File: src/rtl/ov7670_capture_win.sv
// OV7670 byte-stream capture: pixel assembly, format decode, decimation, clipping, frame sync.
// Define CAP_TEST_PATTERN_EN to replace sensor pixel data with a {col,row,8'h5A} pattern.
module ov7670_capture_win #(
    parameter int SENSOR_WIDTH  = 640,
    parameter int SENSOR_HEIGHT = 480,
    parameter int IMG_WIDTH     = 320,
    parameter int IMG_HEIGHT    = 240,
    parameter int X_DECIM_LOG2  = 1,
    parameter int Y_DECIM_LOG2  = 1,
    parameter int ADDR_WIDTH    = $clog2(IMG_WIDTH * IMG_HEIGHT)
) (
    input  logic                  pclk,
    input  logic                  reset_n,
    input  logic                  cap_en,
    input  logic [1:0]            fmt,
    input  logic                  href,
    input  logic                  vsync,
    input  logic [7:0]            data,
    output logic                  we,
    output logic [ADDR_WIDTH-1:0] wAddr,
    output logic [23:0]           wData,
    output logic                  frame_done,
    output logic                  busy,
    output logic                  err_line
);

    // x saturates one past the line length so over-long lines stay detectable
    localparam int XW = $clog2(SENSOR_WIDTH + 2);
    localparam int YW = $clog2(SENSOR_HEIGHT + 1);
    localparam int BW = ADDR_WIDTH + 1;

    localparam logic [XW-1:0] X_LEN    = XW'(SENSOR_WIDTH);
    localparam logic [XW-1:0] X_SAT    = XW'(SENSOR_WIDTH + 1);
    localparam logic [YW-1:0] Y_LEN    = YW'(SENSOR_HEIGHT);
    localparam logic [XW-1:0] X_MASK   = XW'((1 << X_DECIM_LOG2) - 1);
    localparam logic [YW-1:0] Y_MASK   = YW'((1 << Y_DECIM_LOG2) - 1);
    localparam logic [BW-1:0] ROW_STEP = BW'(IMG_WIDTH);
    localparam logic [31:0]   IMG_W_U  = 32'(IMG_WIDTH);
    localparam logic [31:0]   IMG_H_U  = 32'(IMG_HEIGHT);

    typedef enum logic [1:0] {
        S_IDLE,
        S_SYNC,
        S_VBLANK,
        S_ACTIVE
    } state_t;

    state_t                state_q, state_d;
    logic [XW-1:0]         x_q, x_d;
    logic [YW-1:0]         y_q, y_d;
    logic [BW-1:0]         row_base_q, row_base_d;
    logic                  tog_q, tog_d;
    logic                  href_q, href_d;
    logic                  we_q, we_d;
    logic [ADDR_WIDTH-1:0] waddr_q, waddr_d;
    logic [23:0]           wdata_q, wdata_d;
    logic                  done_q, done_d;
    logic                  busy_q, busy_d;
    logic                  err_q, err_d;

    logic [31:0] col32;
    logic [31:0] row32;
    logic        row_ok;
    logic        pix_ok;
    logic [23:0] pix_data;

    always_comb begin
        col32  = 32'(x_q >> X_DECIM_LOG2);
        row32  = 32'(y_q >> Y_DECIM_LOG2);
        row_ok = ((y_q & Y_MASK) == '0) && (y_q < Y_LEN)
              && (row32 < IMG_H_U);
        pix_ok = row_ok && ((x_q & X_MASK) == '0) && (x_q < X_LEN)
              && (col32 < IMG_W_U);
    end

`ifdef CAP_TEST_PATTERN_EN
    logic unused_pat;
    assign unused_pat = ^{fmt, data};

    always_comb begin
        pix_data = {col32[7:0], row32[7:0], 8'h5A};
    end
`else
    logic [7:0] hi_q, hi_d;
    logic [1:0] fmt_q, fmt_d;

    always_comb begin
        hi_d  = hi_q;
        fmt_d = fmt_q;
        if (state_q == S_ACTIVE && !vsync && href && !tog_q) begin
            hi_d = data;
        end
        if (state_q == S_VBLANK && !vsync) begin
            fmt_d = fmt;
        end
    end

    always_ff @(posedge pclk or negedge reset_n) begin
        if (!reset_n) begin
            hi_q  <= '0;
            fmt_q <= '0;
        end else begin
            hi_q  <= hi_d;
            fmt_q <= fmt_d;
        end
    end

    always_comb begin
        unique case (fmt_q)
            2'd1:    pix_data = {hi_q[3:0], 4'h0, data[7:4], 4'h0,
                                 data[3:0], 4'h0};
            2'd2:    pix_data = {hi_q, hi_q, hi_q};
            default: pix_data = {hi_q[7:3], 3'b000, hi_q[2:0], data[7:5],
                                 2'b00, data[4:0], 3'b000};
        endcase
    end
`endif

    always_comb begin
        state_d    = state_q;
        x_d        = x_q;
        y_d        = y_q;
        row_base_d = row_base_q;
        tog_d      = tog_q;
        href_d     = href_q;
        we_d       = 1'b0;
        waddr_d    = waddr_q;
        wdata_d    = wdata_q;
        done_d     = 1'b0;
        err_d      = err_q;

        unique case (state_q)
            S_IDLE: begin
                if (cap_en) begin
                    state_d = S_SYNC;
                end
            end
            S_SYNC: begin
                if (!cap_en) begin
                    state_d = S_IDLE;
                end else if (vsync) begin
                    state_d = S_VBLANK;
                end
            end
            S_VBLANK: begin
                if (!vsync) begin
                    state_d    = S_ACTIVE;
                    x_d        = '0;
                    y_d        = '0;
                    row_base_d = '0;
                    tog_d      = 1'b0;
                    href_d     = 1'b0;
                    err_d      = 1'b0;
                end
            end
            S_ACTIVE: begin
                if (vsync) begin
                    done_d  = 1'b1;
                    href_d  = 1'b0;
                    state_d = cap_en ? S_VBLANK : S_IDLE;
                end else begin
                    href_d = href;
                    if (href) begin
                        tog_d = !tog_q;
                        if (tog_q) begin
                            if (x_q != X_SAT) begin
                                x_d = x_q + XW'(1);
                            end
                            if (pix_ok) begin
                                we_d    = 1'b1;
                                waddr_d = ADDR_WIDTH'(row_base_q + BW'(col32));
                                wdata_d = pix_data;
                            end
                        end
                    end else if (href_q) begin
                        // falling href closes the line; row base follows y, not pixel count
                        x_d   = '0;
                        tog_d = 1'b0;
                        if (y_q != Y_LEN) begin
                            y_d = y_q + YW'(1);
                        end
                        if (tog_q || x_q != X_LEN || y_q == Y_LEN) begin
                            err_d = 1'b1;
                        end
                        if (row_ok) begin
                            row_base_d = row_base_q + ROW_STEP;
                        end
                    end
                end
            end
        endcase

        busy_d = (state_d != S_IDLE);
    end

    always_ff @(posedge pclk or negedge reset_n) begin
        if (!reset_n) begin
            state_q    <= S_IDLE;
            x_q        <= '0;
            y_q        <= '0;
            row_base_q <= '0;
            tog_q      <= 1'b0;
            href_q     <= 1'b0;
            we_q       <= 1'b0;
            waddr_q    <= '0;
            wdata_q    <= '0;
            done_q     <= 1'b0;
            busy_q     <= 1'b0;
            err_q      <= 1'b0;
        end else begin
            state_q    <= state_d;
            x_q        <= x_d;
            y_q        <= y_d;
            row_base_q <= row_base_d;
            tog_q      <= tog_d;
            href_q     <= href_d;
            we_q       <= we_d;
            waddr_q    <= waddr_d;
            wdata_q    <= wdata_d;
            done_q     <= done_d;
            busy_q     <= busy_d;
            err_q      <= err_d;
        end
    end

    assign we         = we_q;
    assign wAddr      = waddr_q;
    assign wData      = wdata_q;
    assign frame_done = done_q;
    assign busy       = busy_q;
    assign err_line   = err_q;

endmodule

File: config.mk
export PLATFORM = sky130hd
export DESIGN_NAME = ov7670_capture_win
export DESIGN_NICKNAME = d
export VERILOG_FILES = /design/src/rtl/ov7670_capture_win.sv
export SDC_FILE = /design/constraint.sdc
export NUM_CORES = 1
export LEC_CHECK = 0
export BUFFER_PORTS_ARGS = -buffer_cell sky130_fd_sc_hd__clkbuf_2
export CORE_AREA = 5 5 93 95
export CTS_BUF_LIST = sky130_fd_sc_hd__clkbuf_16
export DETAILED_ROUTE_END_ITERATION = 10
export DIE_AREA = 0 0 98 100
export HOLD_SLACK_MARGIN = 0.05
export PLACE_DENSITY = 0.8
export SLEW_MARGIN = 20
export SYNTH_ARGS = -nofsm -noshare
export SYNTH_HDL_FRONTEND = slang
export SYNTH_SLANG_ARGS = --single-unit
File: constraint.sdc
create_clock -name pclk -period 2.1 [get_ports pclk]
set_input_delay 0.42 -clock pclk [delete_from_list [all_inputs] [get_ports pclk]]
set_output_delay 0.42 -clock pclk [all_outputs]
set_load 0.01 [all_outputs]
[Word-level counts from Yosys, hierarchy flattened]
Index checks and enable logic that the tools add are counted.
Word-level totals
  register bits after elaboration: 96
  bits in latches: 0
  RAM bits: 0
  bits in read-only memories: 0
  bits of input ports: 15
  output and inout bits: 45
  logic and storage cells: 113
  memories: 0
Operators by class
  $add $sub $neg: 4
  multiply operators: 0
  div/mod/pow operators: 0
  order comparisons: 4
  equal/unequal tests: 19
  shifts and indexed selects: 0
  multiplexer cells: 46
  bitwise logic cells: 1
  reduce and logical (&&, ||, !) cells: 25
Operators with widths (number)
  $mux W18: 5
  $mux W10: 6
  $pmux W24 S2: 1
  $mux W9: 5
  $pmux W18 S2: 1
  $reduce_and A6 Y1: 4
  $ne A10 B10 Y1 const B: 2
  $pmux W10 S2: 1
  $add A18 B9 Y18 const B: 1
  $lt A9 B9 Y1 const B: 2
  $pmux W9 S2: 1
  $add A17 B9 Y17: 1
  $mux W1: 16
  $mux W2: 6
  $add A10 B1 Y10 const B: 1
  $logic_not A10 Y1: 1
  $lt A10 B10 Y1 const B: 1
  $ne A2 B2 Y1 const B: 5
  $add A9 B1 Y9 const B: 1
  $eq A9 B9 Y1 const B: 1
  $logic_and A1 B1 Y1: 9
  $logic_not A9 Y1: 1
  $ne A9 B9 Y1 const B: 1
  $lt A8 B8 Y1 const B: 1
  other kinds (15): 25

[Depth between registers and ports, before layout]
Gate-level depths: netlist (run 1).
  word-level depth: 11
  mapped depth: 7
  gate-level depth less buffers: 6

[Worst setup path after synthesis (run 1)]
Ideal clock, no wire load.
  kind: flip-flop to flip-flop
  start point: register x_q[8]
  end point: register waddr_q[10] (netlist: wAddr[10])
  library setup time: 133 ps
  arrival time: 1731 ps
  slack: 235 ps
  stages on the path, launching flop included: 7
  path buffers: 1
  cells stage by stage: dfrtp_1 -> ha_1 -> a211oi_1 -> or2_2 -> clkbuf_1 -> xor2_1 -> o21ai_0
Between the ends
  word-level cells in the longest chain between the ends: 4
  elaborated cells between the ends (all ways): 6
  classes of those cells: add/sub: 1; order compare: 2; reduce/logical: 3
RTL lines
  start, declared: line 49  | logic [XW-1:0] x_q, x_d;
  start signal, assigned: line 199  | x_q <= '0;
  start signal, assigned: line 212  | x_q <= x_d;
  $lt A10 B10 Y1: line 72  | pix_ok = row_ok && ((x_q & X_MASK) == '0) && (x_q < X_LEN)
  $logic_and A1 B1 Y1: line 72
  $logic_and A1 B1 Y1: line 73  | && (col32 < IMG_W_U);
  $reduce_and A5 Y1 (no source line)
  end signal, assigned: line 218  | waddr_q <= waddr_d;
  end, declared: line 55  | logic [ADDR_WIDTH-1:0] waddr_q, waddr_d;
Several ways; a longest one is shown, not always the timed one.
A chain may end at the register's enable or synchronous reset.

[Final worst setup path (run 1)]
  start point: register x_q[9]
  end point: register waddr_q[10] (netlist: wAddr[10])
The elaborated chain is that of the path after synthesis.

==> impl_results.md, run 1 <==
* Die extent in x at just under 100 um
* Tmin final at 2.00 ns
* Cells after Synth at 440
* Yosys top cell by area: dfrtp_1
* Via/cell ratio at between 5 and 6
* Layout cells sized above 1 at 0.229
* Distinct cells, synth at between 60 and 70
* Final Wtd Congestion at a little under 0.9
* Hold crit path type: input pin to flip-flop
* Drt initial violations at roughly 150
* Total track usage at 0.197
* Clock skew at roughly 0.0064 ns
* Synthesized Nets at 466
* YS warnings at 0
* Pre-antenna DRT Iters at 4
* Req. time, crit path at about 2.3 ns
* Routed Antenna Nets at 0
* H-tree Lvls at 3
* Die height at 100 um
* IO Port Bufs at between 50 and 60
* Area grow syn2layout at 16.8%
* Die area at just under 10,000 um2
* Initial Util at 0.561
* Gr ovfl total at 0
* Crit path DAT at 2.21 ns
* # IOs at 60
* EDFF count, synth at 0
* Sequential fraction of design power at 0.408
* Type of destination of the critical path: flip-flop
* Max Root-Sink Buffers at 2
* Post-synth top area share at 0.490
* Root Driver: clkbuf_16
* Worst-Skew Late Latency at around 0.33 ns
* First-pass GRT wire length at ~16 mm
* Net count reported at finish at 523
* Routed via count at between 3k and 4k
* RSZ-0062 raised after global routing: no
* MaxCap Viol Count at 0
* Worst-path fanout max at 6
* PwrDens at 1150 nW/um2
* Register area at about 2100 um2
* Max-slew headroom at 0.540
* Initial antenna violation count at 0
* Status: finished, final reports clean
* Multi-input gate area at ~2000 um2
* N_diodes at 0
* Core Area at roughly 7600 um2
* CP max-delay cell: o21ai_0
* Post-DP HPWL at around 6.5 mm
* Critical Path Max Stage Delay at ~0.54 ns
* Synth Register Bits at 84
* Worst-path clk slew at roughly 0.06 ns
* Avg Cell Area, Syn at 9.76 um2
* Net Sw Frac at 0.347
* Hold Fails Final Rpt at 0
* Post-route setup slack at between 0.1 and 0.15 ns
* Top cells by area, synth: dfrtp_1 (49%), o21ai_0 (5.7%), nand2_1 (4.8%), a21oi_1 (3.8%), mux2_2 (3.7%)
* Worst path cell trace: ha_1 > o21ai_0 > or2_2 > xor2_1 > o21ai_0
* Tcrit/Tclk final at 0.952
* CP most frequent cell: o21ai_0
* Switching pwr at about 2 mW
* Achievable frequency at roughly 500 MHz
* Drt drc at 0
* WL final at 9.43 mm
* TritonCTS buffer count at 9
* VDD IR max at between 600 and 700 uV
* Fill count at ~630
* Startpoint types: flip-flop
* Synth async-reset ratio at 1.00
* Primary FF master, synth: dfrtp_1
* Final TNS setup at 0 ns
* Worst Tran Pin Value at between 0.6 and 0.7 ns
* Tot Pwr at roughly 5.8 mW
* Worst setup path class: flip-flop to flip-flop
* Internal at about 3.8 mW
* Synth Cell Area at about 4300 um2
* Site Rows at 32
* Comb power frac at 0.307
* Leak Pwr at roughly 2.3 nW
* Clock power share at 0.285
* # clock sinks at 84
* TritonCTS clock tree: done
* Per-cell routed wire length at roughly 16 um
* CP delay by family, top: compound AO/OA/AOI/OAI gates
* Dpl ws at around 0.18 ns
* Vias in the first global route at between 3k and 4k
* Setup Viol. Count Final at 0
* Final Max Tran Viols at 0
* Seq/Total Area, Yosys at 0.490
* Largest net degree at the start of global routing at 65
* Buf/Inv on CP at 0
final timing paths:
| path | to | slack (ns) | depth (start not counted) | from |
|---|---|---|---|---|
| min in group asynchronous | wData[17]$_DFFE_PN0P_ | 0.52 | 2 | reset_n |
| max in group asynchronous | frame_done$_DFF_PN0_ | 0.97 | 3 | reset_n |
| worst min-delay path | fmt_q[1]$_DFFE_PN0P_ | 0.31 | 3 | fmt[1] |
| worst min register to register | wAddr[1]$_DFFE_PN0P_ | 0.48 | 2 | wAddr[1]$_DFFE_PN0P_ |
| worst max-delay path | wAddr[10]$_DFFE_PN0P_ | 0.10 | 5 | x_q[9]$_DFFE_PN0P_ |
| worst max register to register | wAddr[10]$_DFFE_PN0P_ | 0.10 | 5 | x_q[9]$_DFFE_PN0P_ |
metrics by stage:
step	utilization	instance area [um2]	hold WS, ns	instances
after floorplan	-	4290	0.124	440
after global placement	0.613	4690	0.334	587
after detailed placement	0.613	4690	0.332	587
after CTS	0.655	5010	0.313	604
after global routing	0.655	5010	0.328	604
final	0.655	5010	0.315	604
registers in the layout, indices dropped and copies added, names as in the netlist, 2 cells and up:
signal / count
row_base_q: 11
wAddr: 17
y_q: 9
hi_q: 8
fmt_q: 2
wData: 19
x_q: 10
state_q: 2
per-layer routing:
layer / share of wire / wire length (um) / global-route usage
met2: 0.49 / 4610 / 0.338
met4: 0.015 / 138 / 0.0596
met3: 0.064 / 606 / 0.0438
met5: 0 / 0 / 0
met1: 0.43 / 4080 / 0.252
power by group through the flow:
stage | Clock (mW) | Combinational (mW) | Sequential [mW]
2_1_floorplan | 0 | 1.17 | 2.36
3_3_place_gp | 0 | 1.71 | 2.34
3_5_place_dp | 0 | 1.75 | 2.36
4_1_cts | 1.65 | 1.77 | 2.34
5_1_grt | 1.74 | 1.97 | 2.42
6_report | 1.64 | 1.77 | 2.35
cell usage in the layout (no fill, tap or decap), types with 6 or more instances in the layout:
cell	count
dfrtp_1	84
clkbuf_2	58
nand2_1	55
o21ai_0	49
a21oi_1	33
inv_1	21
nor2_1	19
mux2_2	14
or4_1	14
o31ai_1	13
nand3_1	12
a22oi_1	12
buf_4	12
ha_1	11
clkbuf_16	9
xnor2_1	7
nand4_1	6
or3_1	6
synth_stat cells, drive strengths merged, types with 6 or more instances:
| master | n |
|---|---|
| a21oi | 33 |
| a22oi | 12 |
| buf | 13 |
| clkbuf | 14 |
| dfrtp | 84 |
| ha | 11 |
| inv | 18 |
| mux2 | 14 |
| nand2 | 56 |
| nand3 | 12 |
| nand4 | 7 |
| nor2 | 20 |
| o21ai | 50 |
| o31ai | 13 |
| or3 | 6 |
| or4 | 15 |
| xnor2 | 7 |
worst min-delay path, cell delays in order:
cell      delay [ns]
clkbuf_2        0.08
nand2_1         0.05
o21ai_0         0.06
layout make-up:
class | instances | share of cell area
clock buffers | 9 | 0.0449
clock inverters | 7 | 0.0170
inverters | 18 | 0.0135
multi-input cells | 311 | 0.394
flip-flops and latches | 84 | 0.419
well taps | 102 | 0.0255
repair buffers | 73 | 0.0859
cell families (layout without fill, tap and decap cells):
| kind of cell | count (synthesis) | after routing | synth area share |
|---|---|---|---|
| muxes | 16 | 16 | 0.0414 |
| DFF | 84 | 84 | 0.490 |
| and+or+nand+nor | 142 | 142 | 0.178 |
| xor gates and xnor gates | 8 | 8 | 0.0163 |
| buffers and inverters | 45 | 107 | 0.0510 |
| adders and majority gates | 11 | 11 | 0.0321 |
| AOI/OAI and AO/OA | 134 | 134 | 0.192 |
repair_timing:
action	CTS	global route
endpoints found under the setup margin	0	1
hold buffers	1	0
setup buffers	0	0
gates resized for setup	0	1
hold endpoints to repair	23	0
Note: power is estimated with default switching activity, not from simulation.
==> run 2: changes to the inputs <==
- MAX_ROUTING_LAYER: unset -> met4
==> impl_results.md, run 2 (synthesized netlist as in run 1, its figures left out) <==
* Status: finished, final reports clean
* Commonest non-fill, non-tap cell in the layout: dfrtp_1
* Clock skew at approximately 0.0074 ns
* Die area at slightly below 10,000 um2
* First-pass GRT wire length at 16.1 mm
* Vias in the first global route at around 3.4k
* Core Area at between 7000 and 8000 um2
* Highest-count cells in the layout ignoring fill and taps: dfrtp_1 (84), clkbuf_2 (58), nand2_1 (55)
* Final TNS setup at 0 ns
* Pre-antenna DRT Iters at 5
* Initial antenna violation count at 0
* TritonCTS clock tree: done
* Routed via count at between 3k and 4k
* Per-cell routed wire length at approximately 16 um
* Postcts setup bufs at 0
* Achievable frequency at between 500 and 600 MHz
* FF-to-FF setup slack at around 0.10 ns
* Layout cells sized above 1 at 0.229
* Max-slew headroom at 0.534
* Worst Hold End: fmt_q[1]$_DFFE_PN0P_
* Worst-path fanout max at 6
* Largest net degree at the start of global routing at 65
* Root Driver: clkbuf_16
* Total track usage at 0.204
* Hold Fails Final Rpt at 0
* Crit path DAT at around 2.2 ns
* VDD IR max at roughly 690 uV
* Via/cell ratio at 5.88
* Worst r2r src: x_q[9]$_DFFE_PN0P_
* Worst Tran Pin Value at approximately 0.68 ns
* TritonCTS buffer count at 9
* # clock sinks at 84
* Initial Util at 0.561
* Worst-Skew Late Latency at ~0.33 ns
* Post-DP HPWL at 6.51 mm
* Placed insts at roughly 600
* Drt drc at 0
* MaxCap Viol Count at 0
* Area grow syn2layout at 16.8%
* N_diodes at 0
* Hold crit path type: input pin to flip-flop
* Tcrit/Tclk final at 0.952
* Hold Worst Slack at around 0.32 ns
* Die extent in x at between 90 and 100 um
* # IOs at 60
* WL final at between 9 and 10 mm
* Tmin final at approximately 2 ns
* PwrDens at about 1100 nW/um2
* Routed Antenna Nets at 0
* H-tree Lvls at 3
* Tot Pwr at 5.75 mW
* Dpl ws at roughly 0.18 ns
* IO Port Bufs at 59
* Final Max Tran Viols at 0
* Number of flip-flops in the largest register at 19
* Gr ovfl total at 0
* Die height at 100 um
* Site Rows at 32
* Post-route setup slack at a little over 0.1 ns
* Hold Crit Start: fmt[1]
* Type of destination of the critical path: flip-flop
* Max Root-Sink Buffers at 2
* Worst setup path class: flip-flop to flip-flop
* RSZ-0062 raised after global routing: no
* R2R depth at 5
* Net count reported at finish at 523
* Final Wtd Congestion at a little over 0.9
* Startpoint types: flip-flop
* FF-to-FF End: wAddr[10]$_DFFE_PN0P_
* Drt initial violations at between 150 and 200
* Setup Viol. Count Final at 0
* Final std cells w/o fill at 604
* Worst-path clk slew at 0.06 ns
* Worst Hold Path Cells at 3
* Req. time, crit path at between 2 and 2.5 ns
* Leak Pwr at roughly 2.3 nW
run 2: cell type report:
class	instances	area, um2
Clock buffer	9	225
Timing Repair Buffer	73	430
Inverter	18	67.6
Tap cell	102	128
Fill cell	627	2640
Multi-Input combinational cell	311	1970
Clock inverter	7	85.1
Sequential cell	84	2100
run 2: routing by layer:
layer  share of wire  track usage
met4          0.0092       0.0596
met3           0.068       0.0438
met5               0            -
met2            0.49        0.338
met1            0.43        0.254
run 2: how the worst max path moves through the flow:
stage,startpoint,endpoint,slack [ns],cells past startpoint
final,x_q[9]$_DFFE_PN0P_,wAddr[10]$_DFFE_PN0P_,0.10,5
after global routing,x_q[9]$_DFFE_PN0P_,wAddr[16]$_DFFE_PN0P_,0.02,5
after CTS,x_q[9]$_DFFE_PN0P_,wAddr[10]$_DFFE_PN0P_,0.15,5
after detailed placement,href,y_q[8]$_DFFE_PN0P_,0.18,5
after global placement,href,y_q[6]$_DFFE_PN0P_,0.21,6
after floorplan,x_q[8]$_DFFE_PN0P_,wAddr[10]$_DFFE_PN0P_,0.24,6
run 2: per-stage QoR:
stage	instance area [um2]	utilization
after detailed placement	4690	0.613
after global placement	4690	0.613
after floorplan	4290	-
final	5010	0.655
after global routing	5010	0.655
after CTS	5010	0.655
run 2: worst max-delay path: stages (launching register included):
cell and delay (ns):
dfrtp_1 0.44, ha_1 0.36, o21ai_0 0.54, or2_2 0.29
xor2_1 0.15, o21ai_0 0.08
run 2: report_power, final:
| group | total [mW] | switching [mW] | internal (mW) | leakage, nW |
|---|---|---|---|---|
| Combinational | 1.77 | 1.04 | 0.731 | 0.991 |
| Clock | 1.64 | 0.608 | 1.03 | 0.163 |
| Sequential | 2.35 | 0.349 | 2.00 | 1.13 |
| Total | 5.75 | 1.99 | 3.76 | 2.29 |
run 2: timing repair:
action | 4_1_cts | 5_1_grt
endpoints found under the setup margin | 0 | 1
gates resized for setup | 0 | 1
endpoints found under the hold margin | 23 | 0
hold buffers | 1 | 0
==> run 3: changes to the inputs <==
- GPL_TIMING_DRIVEN: unset -> 0
==> impl_results.md, run 3 (synthesized netlist as in run 1, its figures left out) <==
* Status: finished, final reports clean
* Gr ovfl total at 0
* RSZ-0062 raised after global routing: no
* Vias in the first global route at ~3.5k
* MaxCap Viol Count at 0
* Req. time, crit path at 2.32 ns
* Drt drc at 0
* Number of flip-flops in the largest register at 19
* Hold Fails Final Rpt at 0
* Post-DP HPWL at approximately 7 mm
* Startpoint types: flip-flop
* Final Wtd Congestion at around 0.9
* Tmin final at roughly 2 ns
* Type of destination of the critical path: flip-flop
* Achievable frequency at approximately 500 MHz
* Per-cell routed wire length at 16.0 um
* Max-slew headroom at 0.563
* Die area at approximately 9800 um2
* Die height at approximately 100 um
* Switching pwr at roughly 2 mW
* Drt initial violations at ~150
* First-pass GRT wire length at ~17 mm
* Critical Path Max Stage Delay at 0.50 ns
* Multi-input gate area at around 2000 um2
* Worst-Skew Late Latency at 0.34 ns
* H-tree Lvls at 3
* Final std cells w/o fill at 618
* Buf/Inv on CP at 1
* GR Layer Usage met3 at 0.0549
* Worst-path fanout max at 10
* Comb power frac at 0.328
* Routed via count at 3,623
* Max Root-Sink Buffers at 2
* Routed Antenna Nets at 0
* Initial Util at 0.561
* VDD IR max at a little over 600 uV
* IO Port Bufs at 59
* Tot Pwr at 5.70 mW
* TritonCTS clock tree: done
* Largest net degree at the start of global routing at roughly 50
* Sequential fraction of design power at 0.404
* TritonCTS buffer count at 9
* Tcrit/Tclk final at 0.955
* Worst path cell trace: a41oi_1 > nand4_4 > clkbuf_1 > mux2_2
* Setup Viol. Count Final at 0
* Internal at 3.65 mW
* Commonest non-fill, non-tap cell in the layout: dfrtp_1
* Clock power share at 0.269
* N_diodes at 0
* Hold Worst Slack at 0.136 ns
* Hold crit path type: input pin to async pin
* Area grow syn2layout at 17.6%
* Final Max Tran Viols at 0
* Crit path DAT at between 2 and 2.5 ns
* Via/cell ratio at about 6
* PwrDens at approximately 1100 nW/um2
* Core Area at between 7000 and 8000 um2
* Worst-path clk slew at 0.06 ns
* Leak Pwr at 2.29 nW
* Final core occ at 0.660
* Placed insts at 602
* Worst setup path class: flip-flop to flip-flop
* Total track usage at 0.221
* Postcts setup bufs at 0
* CP max-delay cell: a41oi_1
* Met1 usage at 0.284
* WL final at around 10 mm
* Site Rows at 32
* Net Sw Frac at 0.359
* Clock skew at ~0.0071 ns
* Layout cells sized above 1 at 0.227
* # IOs at 60
* # clock sinks at 84
* Die extent in x at 98 um
* CP delay by family, top: compound AO/OA/AOI/OAI gates
* GRT busiest layer: met2
* Highest-count cells in the layout ignoring fill and taps: dfrtp_1 (84), clkbuf_2 (60), nand2_1 (55)
* Register area at 2100 um2
* Pre-antenna DRT Iters at 5
* Met2 Use GR at 0.340
* Fill count at roughly 640
* Worst Tran Pin Value at ~0.65 ns
* Root Driver: clkbuf_16
* Net count reported at finish at between 500 and 600
* Initial antenna violation count at 0
[run 3: worst paths after layout]
kind	startpoint	endpoint	slack (ns)	cells past startpoint
worst max register to register	y_q[7]$_DFFE_PN0P_	wAddr[5]$_DFFE_PN0P_	0.09	4
worst max-delay path	y_q[7]$_DFFE_PN0P_	wAddr[5]$_DFFE_PN0P_	0.09	4
max in group asynchronous	reset_n	wAddr[0]$_DFFE_PN0P_	1.34	2
worst min register to register	wData[7]$_DFFE_PN0P_	wData[7]$_DFFE_PN0P_	0.48	2
min in group pclk	fmt[1]	fmt_q[1]$_DFFE_PN0P_	0.31	3
worst min-delay path	reset_n	wData[17]$_DFFE_PN0P_	0.14	1
[run 3: timing repair]
item | 4_1_cts | 5_1_grt
pin swaps | 0 | 0
resized for setup | 1 | 5
endpoints found under the hold margin | 0 | 0
hold buffers | 0 | 0
setup endpoints to repair | 3 | 15
[run 3: through the flow]
step	instance area [um2]	setup WS (ns)	setup TNS, ns
finish	5050	0.0945	0
CTS	5030	0.0516	0
global route	5050	0.0217	0
floorplan	4290	0.235	0
detailed placement	4740	-0.0674	-0.124
global placement	4720	-0.237	-19.51
[run 3: area by class of cell]
type / count / area share
plain buffers: 27 / 0.0302
clock buffers: 9 / 0.0446
multi-input cells: 311 / 0.395
repair buffers: 60 / 0.0630
clock inverters: 7 / 0.0121
flip-flops and latches: 84 / 0.416
well taps: 102 / 0.0253
inverters: 18 / 0.0134
[run 3: power by group through the flow]
| stage | clock network (mW) | registers, mW | logic [mW] |
|---|---|---|---|
| CTS | 1.55 | 2.30 | 1.86 |
| global placement | 0 | 2.30 | 1.81 |
| finish | 1.53 | 2.30 | 1.87 |
| detailed placement | 0 | 2.33 | 1.85 |
| floorplan | 0 | 2.36 | 1.17 |
| global route | 1.64 | 2.36 | 2.10 |
[run 3: per-layer routing]
layer | share of wire | vias to the layer above
li1 | - | 1739
met1 | 0.44 | 1754
met2 | 0.48 | 115
met3 | 0.066 | 15
met4 | 0.017 | 0
met5 | 0 | -
[run 3: worst reg2reg max path: stages (launching register included)]
cell and delay [ns]:
dfrtp_1 0.42, a41oi_1 0.50, nand4_4 0.32, clkbuf_1 0.32, mux2_2 0.32
